## config.mk

```make
export PLATFORM = sky130hd
export DESIGN_NAME = fc_scheduler
export DESIGN_NICKNAME = d
export VERILOG_FILES = /design/src/rtl/fc_scheduler.sv
export SDC_FILE = /design/constraint.sdc
export NUM_CORES = 1
export LEC_CHECK = 0
export CORE_MARGIN = 1
export CORE_UTILIZATION = 46
export DETAILED_ROUTE_END_ITERATION = 16
export PLACE_DENSITY = 0.81
export SYNTH_ARGS = -nofsm -noshare
export SYNTH_HDL_FRONTEND = slang
export SYNTH_SLANG_ARGS = --single-unit
```

## constraint.sdc

```tcl
create_clock -name clk -period 2.81 [get_ports clk]
set_input_delay 0.562 -clock clk [delete_from_list [all_inputs] [get_ports clk]]
set_output_delay 0.562 -clock clk [all_outputs]
set_load 0.02 [all_outputs]
```

## src/rtl/fc_scheduler.sv

```systemverilog
// Binarized fully-connected layer sequencer: fetches one weight word per feature and
// accumulates XNOR-popcount scores for all classes. Optional macro FC_BIAS_EN preloads per-class bias.
module fc_scheduler #(
  parameter int FEAT_N    = 144,
  parameter int NUM_CLASS = 10,
  parameter int ACC_W     = 10,
  parameter int ADDR_W    = 8
) (
  input  logic                       clk,
  input  logic                       rstn,
  input  logic                       start,
  input  logic                       maxpool_valid,
  input  logic                       maxpool_bit,
  output logic                       w_rd,
  output logic [ADDR_W-1:0]          w_addr,
  input  logic [NUM_CLASS-1:0]       w_data,
  input  logic [NUM_CLASS*ACC_W-1:0] fc_bias,
  output logic [NUM_CLASS*ACC_W-1:0] fc_result,
  output logic                       fc_result_valid,
  output logic                       busy
);

  localparam int CNT_W = ADDR_W + 1;
  localparam logic signed [ACC_W-1:0] ACC_MAX = {1'b0, {(ACC_W-1){1'b1}}};
  localparam logic signed [ACC_W-1:0] ACC_MIN = {1'b1, {(ACC_W-1){1'b0}}};
  localparam logic signed [ACC_W-1:0] ACC_ONE = ACC_W'(1);

  typedef enum logic [1:0] {IDLE, ACCUM, DRAIN, DONE} state_t;

  state_t                  state;
  logic [CNT_W-1:0]        feat_cnt;
  logic                    s1_valid;
  logic                    s1_bit;
  logic signed [ACC_W-1:0] acc [NUM_CLASS];
  logic                    accept;

`ifndef FC_BIAS_EN
  logic unused_bias;
  assign unused_bias = ^fc_bias;
`endif

  // start always wins over a feature presented in the same cycle
  assign accept = (state == ACCUM) && maxpool_valid && !start
                  && (feat_cnt < CNT_W'(FEAT_N));
  assign w_rd   = accept;
  assign w_addr = feat_cnt[ADDR_W-1:0];
  assign busy   = (state == ACCUM) || (state == DRAIN);

  always_comb begin
    fc_result = '0;
    for (int k = 0; k < NUM_CLASS; k++)
      fc_result[k*ACC_W +: ACC_W] = acc[k];
  end

  always_ff @(posedge clk or negedge rstn) begin
    if (!rstn) begin
      state           <= IDLE;
      feat_cnt        <= '0;
      s1_valid        <= 1'b0;
      s1_bit          <= 1'b0;
      fc_result_valid <= 1'b0;
      for (int k = 0; k < NUM_CLASS; k++)
        acc[k] <= '0;
    end else if (start) begin
      // restart from any state; an in-flight stage-1 feature is dropped
      state           <= ACCUM;
      feat_cnt        <= '0;
      s1_valid        <= 1'b0;
      fc_result_valid <= 1'b0;
      for (int k = 0; k < NUM_CLASS; k++) begin
`ifdef FC_BIAS_EN
        acc[k] <= fc_bias[k*ACC_W +: ACC_W];
`else
        acc[k] <= '0;
`endif
      end
    end else begin
      s1_valid <= accept;
      if (accept)
        s1_bit <= maxpool_bit;

      // w_data belongs to the feature captured in stage 1
      if (s1_valid) begin
        for (int k = 0; k < NUM_CLASS; k++) begin
          if (s1_bit ~^ w_data[k]) begin
            if (acc[k] != ACC_MAX) acc[k] <= acc[k] + ACC_ONE;
          end else begin
            if (acc[k] != ACC_MIN) acc[k] <= acc[k] - ACC_ONE;
          end
        end
      end

      case (state)
        ACCUM: begin
          if (accept) begin
            feat_cnt <= feat_cnt + CNT_W'(1);
            if (feat_cnt == CNT_W'(FEAT_N - 1))
              state <= DRAIN;
          end
        end
        DRAIN:   state <= DONE;
        DONE:    fc_result_valid <= 1'b1;
        default: ;
      endcase
    end
  end

endmodule

```

==> summary.md, run 1 <==
| Metric | Value |
|---|---|
| Initial antenna violation count | `0` |
| Final worst slack | `approximately 0.12 ns` |
| Worst R2R Path Depth | `10` |
| Vias in the first global route | `7942` |
| Status | `finished, final reports clean` |
| Synth Flop Type | `dfrtp_1` |
| Routed WL per cell | `16.1 um` |
| Final Critical Period | `2.69 ns` |
| Mapped Nets | `approximately 1200` |
| Clk slew on worst S/H paths | `0.06 ns` |
| Worst path slowest cell | `clkdlybuf4s50_1` |
| GRT Overall Usage | `around a quarter` |
| Finished Layout Cells | `1490` |
| Total CTS buffers | `17` |
| CTS tree | `yes` |
| Largest fanout on the critical path | `5` |
| Mapped Avg Cell Area | `8.56 um2` |
| DRT Pass-1 Iters | `5` |
| Top Layer Used | `met4` |
| Detailed Route WL | `24000 um` |
| Crit start category | `input port` |
| Post-synth EDFFs | `0` |
| Syn Inst Count | `1050` |
| Most common cell after layout, fill and taps aside | `clkdlybuf4s50_1` |
| HP Class | `in -> async` |
| Pre-CTS WS | `-0.258 ns` |
| Drc violations | `0` |
| Area of the multi-input gates | `around 5700 um2` |
| # rows | `50` |
| Grt ovf | `0` |
| Final HPWL DP | `between 15000 and 20000 um` |
| Die H | `142 um` |
| Core area | `19000 um2` |
| Antenna diodes | `0` |
| Initial DRC Count | `743` |
| Die ar. | `between 20000 and 25000 um2` |
| Tcrit/Tclk final | `95.6%` |
| CP Capture Type | `flop` |
| Max Clock Freq | `372 MHz` |
| Metal-1 WL | `10500 um` |
| Max Cap Violations | `0` |
| Placed cell count | `1458` |
| Cell family with most CP delay | `compound AO/OA/AOI/OAI gates` |
| Final-stage net count | `1375` |
| Post-synthesis instance area | `8980 um2` |
| Fill count | `1605` |
| First-pass GRT wire length | `39200 um` |
| Post-synthesis sequential area ratio | `31.8%` |
| Ys async rst share | `100%` |
| GP Congestion | `0.893` |
| Largest net degree at the start of global routing | `95` |
| Launch point of the worst reg-to-reg path | `s1_bit` |
| Netlist cell types | `77` |
| Flip-flop and latch area | `2850 um2` |
| Final setup viols | `0` |
| H-tree depth | `4` |
| PortBufs | `125` |
| Register bit total from synthesis | `~110` |
| Worst EP arrival | `2.98 ns` |
| Peak supply drop | `448 uV` |
| Worst Setup SP | `w_data[9]` |
| Clock Sinks | `114` |
| Total I/O pin count | `between 200 and 250` |
| CP Buf/Inv Count | `2` |
| DRT antenna net count | `0` |
| CP Class | `in -> reg` |
| Slew Limit Fails | `0` |
| Cts hold-fix bufs | `0` |
| Worst Path Required | `3.10 ns` |
| Leakage power | `4.95 nW` |
| Cells along the critical path | `clkdlybuf4s50_1 > xnor2_4 > inv_2 > ha_1 > a21oi_1 > o21ai_0 > a221oi_1 > mux2i_1 > mux2_1` |
| Die W | `142 um` |
| CTS max path bufs | `2` |
| Via Count | `8878` |
| Slew margin rel. | `34.1%` |
| Hold Violations, Final | `0` |
| Routed met2 length | `around 11000 um` |
| Power density cells | `between 600 and 700 nW/um2` |
| Most frequent cells in the layout | `clkdlybuf4s50_1 (122), dfrtp_1 (114), buf_4 (103), nor2_1 (96), o21ai_0 (66)` |
| DR vias/cell | `~6` |
| Syn-to-layout area delta | `29.6%` |
| Ys Warns | `0` |
| Initial Util | `47.4%` |
| Layout cells sized above 1 | `15.3%` |
| Least-Margin Pin Slew | `0.988 ns` |
| WP depth | `9` |
| Skew final | `around 0.012 ns` |
| Root Buffer | `clkbuf_16` |
| RSZ-0062 raised after global routing | `false` |
| Met3 WL | `1800 um` |
| Skew-Pair Late Insertion Delay | `about 0.42 ns` |
| CP max stage delay | `roughly 0.55 ns` |
## Yosys cell counts (5+ instances only)
| library cell | number | area share (%) |
|---|---|---|
| dfrtp_1 | 114 | 32 |
| nor2_1 | 96 | 4.0 |
| o21ai_0 | 66 | 3.7 |
| nand2_1 | 63 | 2.6 |
| xnor2_1 | 61 | 5.9 |
| clkbuf_1 | 58 | 2.4 |
| a21oi_1 | 55 | 3.1 |
| a22o_1 | 48 | 4.7 |
| nor3_1 | 44 | 2.5 |
| ha_1 | 43 | 6.0 |
| xor2_1 | 38 | 3.7 |
| nand3_1 | 37 | 2.1 |
| nand4_1 | 31 | 2.2 |
| inv_1 | 29 | 1.2 |
| nor4_1 | 18 | 1.3 |
| mux2_2 | 16 | 2.0 |
| nor4b_1 | 13 | 1.3 |
| nand4b_1 | 11 | 1.1 |
| or3_1 | 10 | 0.70 |
| a21o_1 | 9 | 0.75 |
| a31oi_1 | 9 | 0.63 |
| a211oi_1 | 8 | 0.67 |
| and4_1 | 8 | 0.78 |
| buf_4 | 8 | 0.67 |
| nor2b_1 | 8 | 0.56 |
| nor3b_1 | 8 | 0.67 |
| and3_1 | 7 | 0.49 |
| o31ai_1 | 7 | 0.58 |
| or4_1 | 7 | 0.58 |
| and2_1 | 6 | 0.42 |
| buf_1 | 6 | 0.25 |
| mux2i_1 | 6 | 0.67 |
| nand2b_1 | 6 | 0.42 |
| or2_2 | 6 | 0.42 |
| a221o_1 | 5 | 0.56 |
| a31o_2 | 5 | 0.49 |
| buf_2 | 5 | 0.28 |
| o211ai_1 | 5 | 0.42 |
## registers in the layout (all words and copies together), names as in the netlist
register         count
s1_valid             1
fc_result          100
state                2
fc_result_valid      1
feat_cnt             9
s1_bit               1
## cell families after synthesis
logic type      synth area share [%]
compound gates                  19.7
flops                           31.8
xor+xnor                        10.8
simple gates                    23.7
buf+inv                         5.21
fa+ha+maj                       5.99
mux                             2.80
## worst paths after layout
check	slack [ns]	end
worst max-delay path	0.12	fc_result[99]
worst min-delay path	0.14	fc_result[61]
worst max register to register	0.17	fc_result[39]
worst min register to register	0.50	feat_cnt[8]
max in group asynchronous	1.99	fc_result[43]
min in group clk	0.50	feat_cnt[8]
## where the power goes
part / leakage (nW) / internal (W) / switching [W]
clock network: 0.302 / 0.00157 / 0.000811
registers: 1.54 / 0.00183 / 0.000386
logic: 3.10 / 0.00165 / 0.00174
total: 4.95 / 0.00505 / 0.00294
## routing by layer
metal	vias up	global-route usage, %
met5	-	0
met4	0	7.92
met3	35	5.10
met2	388	38.1
met1	4250	33.0
li1	4205	-
## worst reg2reg max path, delay by kind of cell, from the launching register on
family          cells  cell delay (ns)
mux                 1             0.35
buf+inv             2             0.28
compound gates      1             0.15
fa+ha+maj           1             0.29
xor+xnor            1             0.24
flops               1             0.38
simple gates        4             0.85
## timing repair
action,in CTS,in global routing
setup endpoints to repair,1,2
setup buffers,0,0
resized for setup,1,2
pin swaps,0,0
## area by class of cell
type                    count  area share [%]
repair buffers            227            17.4
clock buffers              18            3.68
multi-input cells         825            48.8
clock inverters            14            1.83
well taps                 260            2.79
inverters                  32            1.03
flip-flops and latches    114            24.5
## metrics by stage
| stage | util [%] | area (um2) | power (W) | setup TNS [ns] | hold slack, ns |
|---|---|---|---|---|---|
| 5_1_grt | 61.4 | 11600 | 0.00845 | 0 | 0.174 |
| 2_1_floorplan | - | 8990 | 0.00435 | 0 | 0.266 |
| 3_3_place_gp | 58.0 | 11000 | 0.00549 | -2.39 | 0.483 |
| 3_5_place_dp | 58.0 | 11000 | 0.00558 | -3.45 | 0.489 |
| 4_1_cts | 61.4 | 11600 | 0.00800 | 0 | 0.150 |
| 6_report | 61.4 | 11600 | 0.00799 | 0 | 0.137 |
Note: power is estimated with default switching activity, not from simulation.
==> run 2, diff against run 1 <==
CAP_MARGIN = 20   (was default)
CORE_UTILIZATION = 40   (was 46)
PLACE_DENSITY = 0.69   (was 0.81)
clock period = 3.25 ns   (was 2.81 ns; I/O delays follow)
==> run 2 against run 1 <==
Effect of this change: sequential share of layout area is 1.1 points higher; global-route usage is 3.7 points lower; critical path type is now reg -> reg; utilization down 11 points; power decreased by 17%; setup slack gained 0.26 ns; clock skew about the same; combinational power shrank 22%; critical path depth is 1 higher; die area increased by 15%; sequential power is 12% lower.
==> summary.md, run 2 (synthesis gave the netlist of run 1 again) <==
| Metric | Value |
|---|---|
| Status | `finished, final reports clean` |
| Syn-to-layout area delta | `23.8%` |
| Initial antenna violation count | `0 (unchanged)` |
| Final setup viols | `0 (unchanged)` |
| Routed WL per cell | `16.2 um (+0.66%)` |
| Worst R2R Path Depth | `10 (unchanged)` |
| Final-stage net count | `1306 (-5.0%)` |
| HP Class | `in -> async` |
| Worst r2r dst | `fc_result[39]` |
| Skew final | `0.0124 ns (-0.0000241 ns)` |
| Setup total negative slack | `0 ns (unchanged)` |
| DRT antenna net count | `0 (unchanged)` |
| Via Count | `8352 (-5.9%)` |
| Max Cap Violations | `0 (unchanged)` |
| Vias in the first global route | `7680 (-3.3%)` |
| Cts hold-fix bufs | `0 (unchanged)` |
| DR vias/cell | `5.80 (-2.7%)` |
| Initial DRC Count | `431 (-42%)` |
| DRT Pass-1 Iters | `5 (unchanged)` |
| CTS tree | `yes` |
| Area of the multi-input gates | `5660 um2 (-0.33%)` |
| Final Critical Period | `2.87 ns` |
| First-pass GRT wire length | `39200 um (-0.10%)` |
| Final HPWL DP | `16400 um (-3.9%)` |
| Slew margin rel. | `33.5% (-0.67 points)` |
| Die ar. | `23100 um2 (+15%)` |
| Slew Limit Fails | `0 (unchanged)` |
| Post-CTS setup buffer count | `0 (unchanged)` |
| Root Buffer | `clkbuf_16` |
| Pre-CTS WS | `0.0732 ns (+0.331 ns)` |
| Die H | `152 um (+7.1%)` |
| CP Capture Type | `flop` |
| # resized after CTS | `0 (-1)` |
| Least-Margin Pin Slew | `0.998 ns (+0.0100 ns)` |
| Hold Violations, Final | `0 (unchanged)` |
| Initial Util | `41.0% (-6.4 points)` |
| Antenna diodes | `0 (unchanged)` |
| # rows | `54 (+8.0%)` |
| Die W | `152 um (+7.1%)` |
| Leakage power | `4.61 nW (-6.8%)` |
| R2R setup slack | `0.38 ns (+0.21 ns)` |
| CTS max path bufs | `2 (unchanged)` |
| Largest net degree at the start of global routing | `95 (unchanged)` |
| GP Congestion | `0.885 (-0.95%)` |
| Max FFs per register | `100 (unchanged)` |
| Largest fanout on the critical path | `9 (+4)` |
| Layout cells sized above 1 | `9.82% (-5.5 points)` |
| Worst EP arrival | `3.17 ns (+0.19 ns)` |
| CP Class | `reg -> reg` |
| Total I/O pin count | `226 (unchanged)` |
| Peak supply drop | `332 uV (-26%)` |
| Flip-flop and latch area | `2850 um2 (unchanged)` |
| Most common cell after layout, fill and taps aside | `clkdlybuf4s50_1` |
| Tcrit/Tclk final | `88.2%` |
| GRT Overall Usage | `20.5% (-3.7 points)` |
| Core area | `21900 um2 (+15%)` |
| Worst Path Required | `3.55 ns (+0.45 ns)` |
| Skew-Pair Late Insertion Delay | `0.42 ns (about the same)` |
| Final worst slack | `0.382 ns (+0.258 ns)` |
| Crit start category | `flop` |
| Grt ovf | `0 (unchanged)` |
| Hold slack final | `0.212 ns (+0.0754 ns)` |
| Most frequent cells in the layout | `clkdlybuf4s50_1 (122), dfrtp_1 (114), nor2_1 (96), o21ai_0 (66), nand2_1 (63)` |
| H-tree depth | `4 (unchanged)` |
| Drc violations | `0 (unchanged)` |
| Launch point of the worst reg-to-reg path | `s1_bit` |
| RSZ-0062 raised after global routing | `false` |
| PortBufs | `125 (unchanged)` |
| Power density cells | `594 nW/um2 (-13%)` |
| Fill count | `2088 (+30%)` |
| Total CTS buffers | `17 (unchanged)` |
| Clk slew on worst S/H paths | `0.06 ns (about the same)` |
| Detailed Route WL | `23400 um (-2.6%)` |
| Clock Sinks | `114 (unchanged)` |
| Max Clock Freq | `349 MHz` |
## run 2: layout make-up
type,count,area share (%)
repair buffers,158,13.6
well taps,280,3.15
multi-input cells,825,50.9
inverters,32,1.08
clock inverters,10,1.39
clock buffers,22,4.26
flip-flops and latches,114,25.6
## run 2: through the flow
| stage | total power (W) | util, % | std cells | instance area (um2) |
|---|---|---|---|---|
| global route | 0.00703 | 50.8 | 1441 | 11100 |
| global placement | 0.00455 | 47.9 | 1409 | 10500 |
| finish | 0.00661 | 50.8 | 1441 | 11100 |
| CTS | 0.00665 | 50.8 | 1441 | 11100 |
| floorplan | 0.00376 | - | 1050 | 8980 |
| detailed placement | 0.00460 | 47.9 | 1409 | 10500 |
## run 2: worst max-delay path by stage
stage,to,startpoint,slack (ns),cells past startpoint
final,fc_result[39],s1_bit,0.38,10
after CTS,w_rd,maxpool_valid,0.08,6
after global placement,fc_result[49],w_data[4],0.09,8
after detailed placement,fc_result[9],w_data[0],0.07,10
after floorplan,fc_result[49],w_data[4],0.28,9
after global routing,fc_result[39],s1_bit,0.12,10
## run 2: critical path, stage by stage, from the launching register on
cell	delay, ns
dfrtp_1	0.44
buf_4	0.39
xnor2_2	0.18
inv_2	0.06
ha_1	0.28
nand4_1	0.08
nor3_1	0.22
and4bb_2	0.28
or3_1	0.34
a21boi_1	0.14
mux2_2	0.34
## run 2: per-layer routing
| metal | wire length, um | global-route usage (%) |
|---|---|---|
| met5 | 0 | 0 |
| met4 | 442 | 7.52 |
| met3 | 1260 | 3.85 |
| met2 | 10600 | 31.1 |
| met1 | 11100 | 28.8 |
## run 2: power by group
part	switching, W	leakage (nW)	internal, W	total (W)
combinational	0.00141	2.76	0.00124	0.00265
clock	0.000672	0.306	0.00134	0.00201
sequential	0.000361	1.54	0.00158	0.00195
total	0.00244	4.61	0.00417	0.00661
==> variant (settings of run 1) <==
The 4 states of `state_t` get a one-hot encoding in 4 bits.
--- a/src/rtl/fc_scheduler.sv
+++ b/src/rtl/fc_scheduler.sv
@@ -25,7 +25,7 @@
   localparam logic signed [ACC_W-1:0] ACC_MIN = {1'b1, {(ACC_W-1){1'b0}}};
   localparam logic signed [ACC_W-1:0] ACC_ONE = ACC_W'(1);
 
-  typedef enum logic [1:0] {IDLE, ACCUM, DRAIN, DONE} state_t;
+  typedef enum logic [3:0] {IDLE = 4'b0001, ACCUM = 4'b0010, DRAIN = 4'b0100, DONE = 4'b1000} state_t;
 
   state_t                  state;
   logic [CNT_W-1:0]        feat_cnt;
Function: no difference found for any inputs over 4 cycles, from zero or initial values and one cycle with rstn low; so few cycles prove little.
==> variant against run 1 <==
- power up 1.3%
- final area shrank 0.59%
- area after synthesis rose by 0.96%
- die area is 0.94% higher
- via count shrank 3.9%
- sequential cell count grew 2
- sequential power rose by 2%
- wire length fell by 3.1%
- highest routed layer unchanged
- sequential share of layout area grew 0.60 points
- worst setup slack worse by 0.059 ns
==> variant: results (changes against run 1) <==
[power_and_ir_drop]
ir_worst_vdd_uv = 427  ; -4.8%
swShare_pct = 35.7  ; -1.1 points
p_leak_nw = 4.86  ; -1.8%

[global_route]
grt_max_degree = 56  ; -41%
grt_pass1_vias = 7932  ; -0.13%
grt_pass1_wl_um = 38300  ; -2.3%
antenna_found_initial = 1  ; +1
grt_usage_pct = 23.5  ; -0.67 points

[detailed_routing]
dr_wl_met3_um = 1060  ; -41%
wl_um = 23300  ; -3.1%
drtIter0Drc = 546  ; -27%
via_per_inst = 5.87  ; -1.4%
dr_wl_met2_um = 11300  ; -0.59%
drt-met1-wl_um = 10400  ; -1.6%

[clock_network]
clk_path_buf_depth = 2  ; unchanged
clk_latency_ns = 0.42  ; about the same

[worst_setup_path]
r2r_cells = 8  ; -2
cp_slowest_cell = or4b_1
max_stage_delay_ns = 0.48  ; -0.07 ns
r2r_end = fc_result[39]$_DFFE_PN0P_
cp_max_fo = 2  ; -3

[logic_synthesis]
yosysUniqueCellTypes = 91  ; +18%
ys_seq_area_share_pct = 32.0  ; +0.26 points
ys_top_cells_by_area = dfrtp_1, xnor2_1, ha_1
synthesis.nets = 1184  ; -2.0%
synth_commonest_cells = dfrtp_1, nor2_1, xnor2_1

[layout]
finalNetCount = 1335  ; -2.9%

[timing]
finalClockSkew_ns = 0.00929  ; -0.00316 ns
slew_headroom_pct = 42.2  ; +8.1 points

[placed_design]
pre_cts_ws_ns = -0.571  ; -0.313 ns
dp_hpwl_um = 16700  ; -2.0%
gp_congestion = 0.879  ; -1.7%

[outcome]
status = finished, final reports clean

## variant: cell types whose count changed after synthesis, sizes merged, moves of 8 or more
cell    delta
o21ai     -13
a21oi     +15
nor4b      -9
xor2      -16
or4        +8
clkbuf    -15
nand3     -11
xnor2     +13
## variant: cell type report
cell class / instances / area [um^2]
flip-flops and latches: 116 / 2910
multi-input cells: 813 / 5690
repair buffers: 202 / 1850
well taps: 260 / 325
fillers: 1639 / 7440
inverters: 30 / 113
clock inverters: 12 / 225
clock buffers: 20 / 467
## variant: timing repair
| action | CTS | global route |
|---|---|---|
| setup endpoints to repair | 2 | 8 |
| resized for setup | 7 | 2 |
| buffers inserted | 0 | 0 |
| pin swaps | 0 | 1 |
## variant: worst max-delay path, delay by kind of cell
| family | cells | cell delay, ns |
|---|---|---|
| compound gates | 1 | 0.21 |
| simple gates | 3 | 0.77 |
| buf+inv | 2 | 0.64 |
## variant: power groups by stage
stage	logic [W]	clock network (W)	registers, W
2_1_floorplan	0.00212	0	0.00233
3_3_place_gp	0.00316	0	0.00227
3_5_place_dp	0.00325	0	0.00228
4_1_cts	0.00327	0.00259	0.00226
5_1_grt	0.00359	0.00266	0.00231
6_report	0.00328	0.00255	0.00226
## variant: how the worst max path moves through the flow
stage                             startpoint                        end  slack (ns)  cells past startpoint
after floorplan           s1_bit$_DFFE_PN0P_  fc_result[19]$_DFFE_PN0P_        0.09                     10
after global placement         maxpool_valid                       w_rd       -0.53                      6
after detailed placement       maxpool_valid                       w_rd       -0.57                      6
after CTS                      maxpool_valid                       w_rd       0.008                      6
after global routing      s1_bit$_DFFE_PN0P_  fc_result[48]$_DFFE_PN0P_        0.01                     10
final                          maxpool_valid                       w_rd        0.06                      6
## variant: cell families after synthesis
group,Yosys count,share of synthesized area (%)
flops,116,32.0
xor+xnor,101,10.5
compound gates,274,21.2
mux,21,2.59
buf+inv,100,5.52
fa+ha+maj,40,5.52
simple gates,377,22.6
## variant: per-layer routing
metal / GRT usage, % / up-vias
met5: 0 / -
met4: 10.5 / 0
met3: 3.87 / 44
met2: 39.2 / 239
met1: 29.9 / 4107
li1: - / 4143
## variant: stage by stage
stage / hold slack [ns] / std cells / instance area, um^2
after floorplan: 0.266 / 1029 / 9070
after global placement: 0.484 / 1421 / 10900
after detailed placement: 0.491 / 1421 / 10900
after CTS: 0.239 / 1453 / 11600
after global routing: 0.282 / 1453 / 11600
final: 0.212 / 1453 / 11600
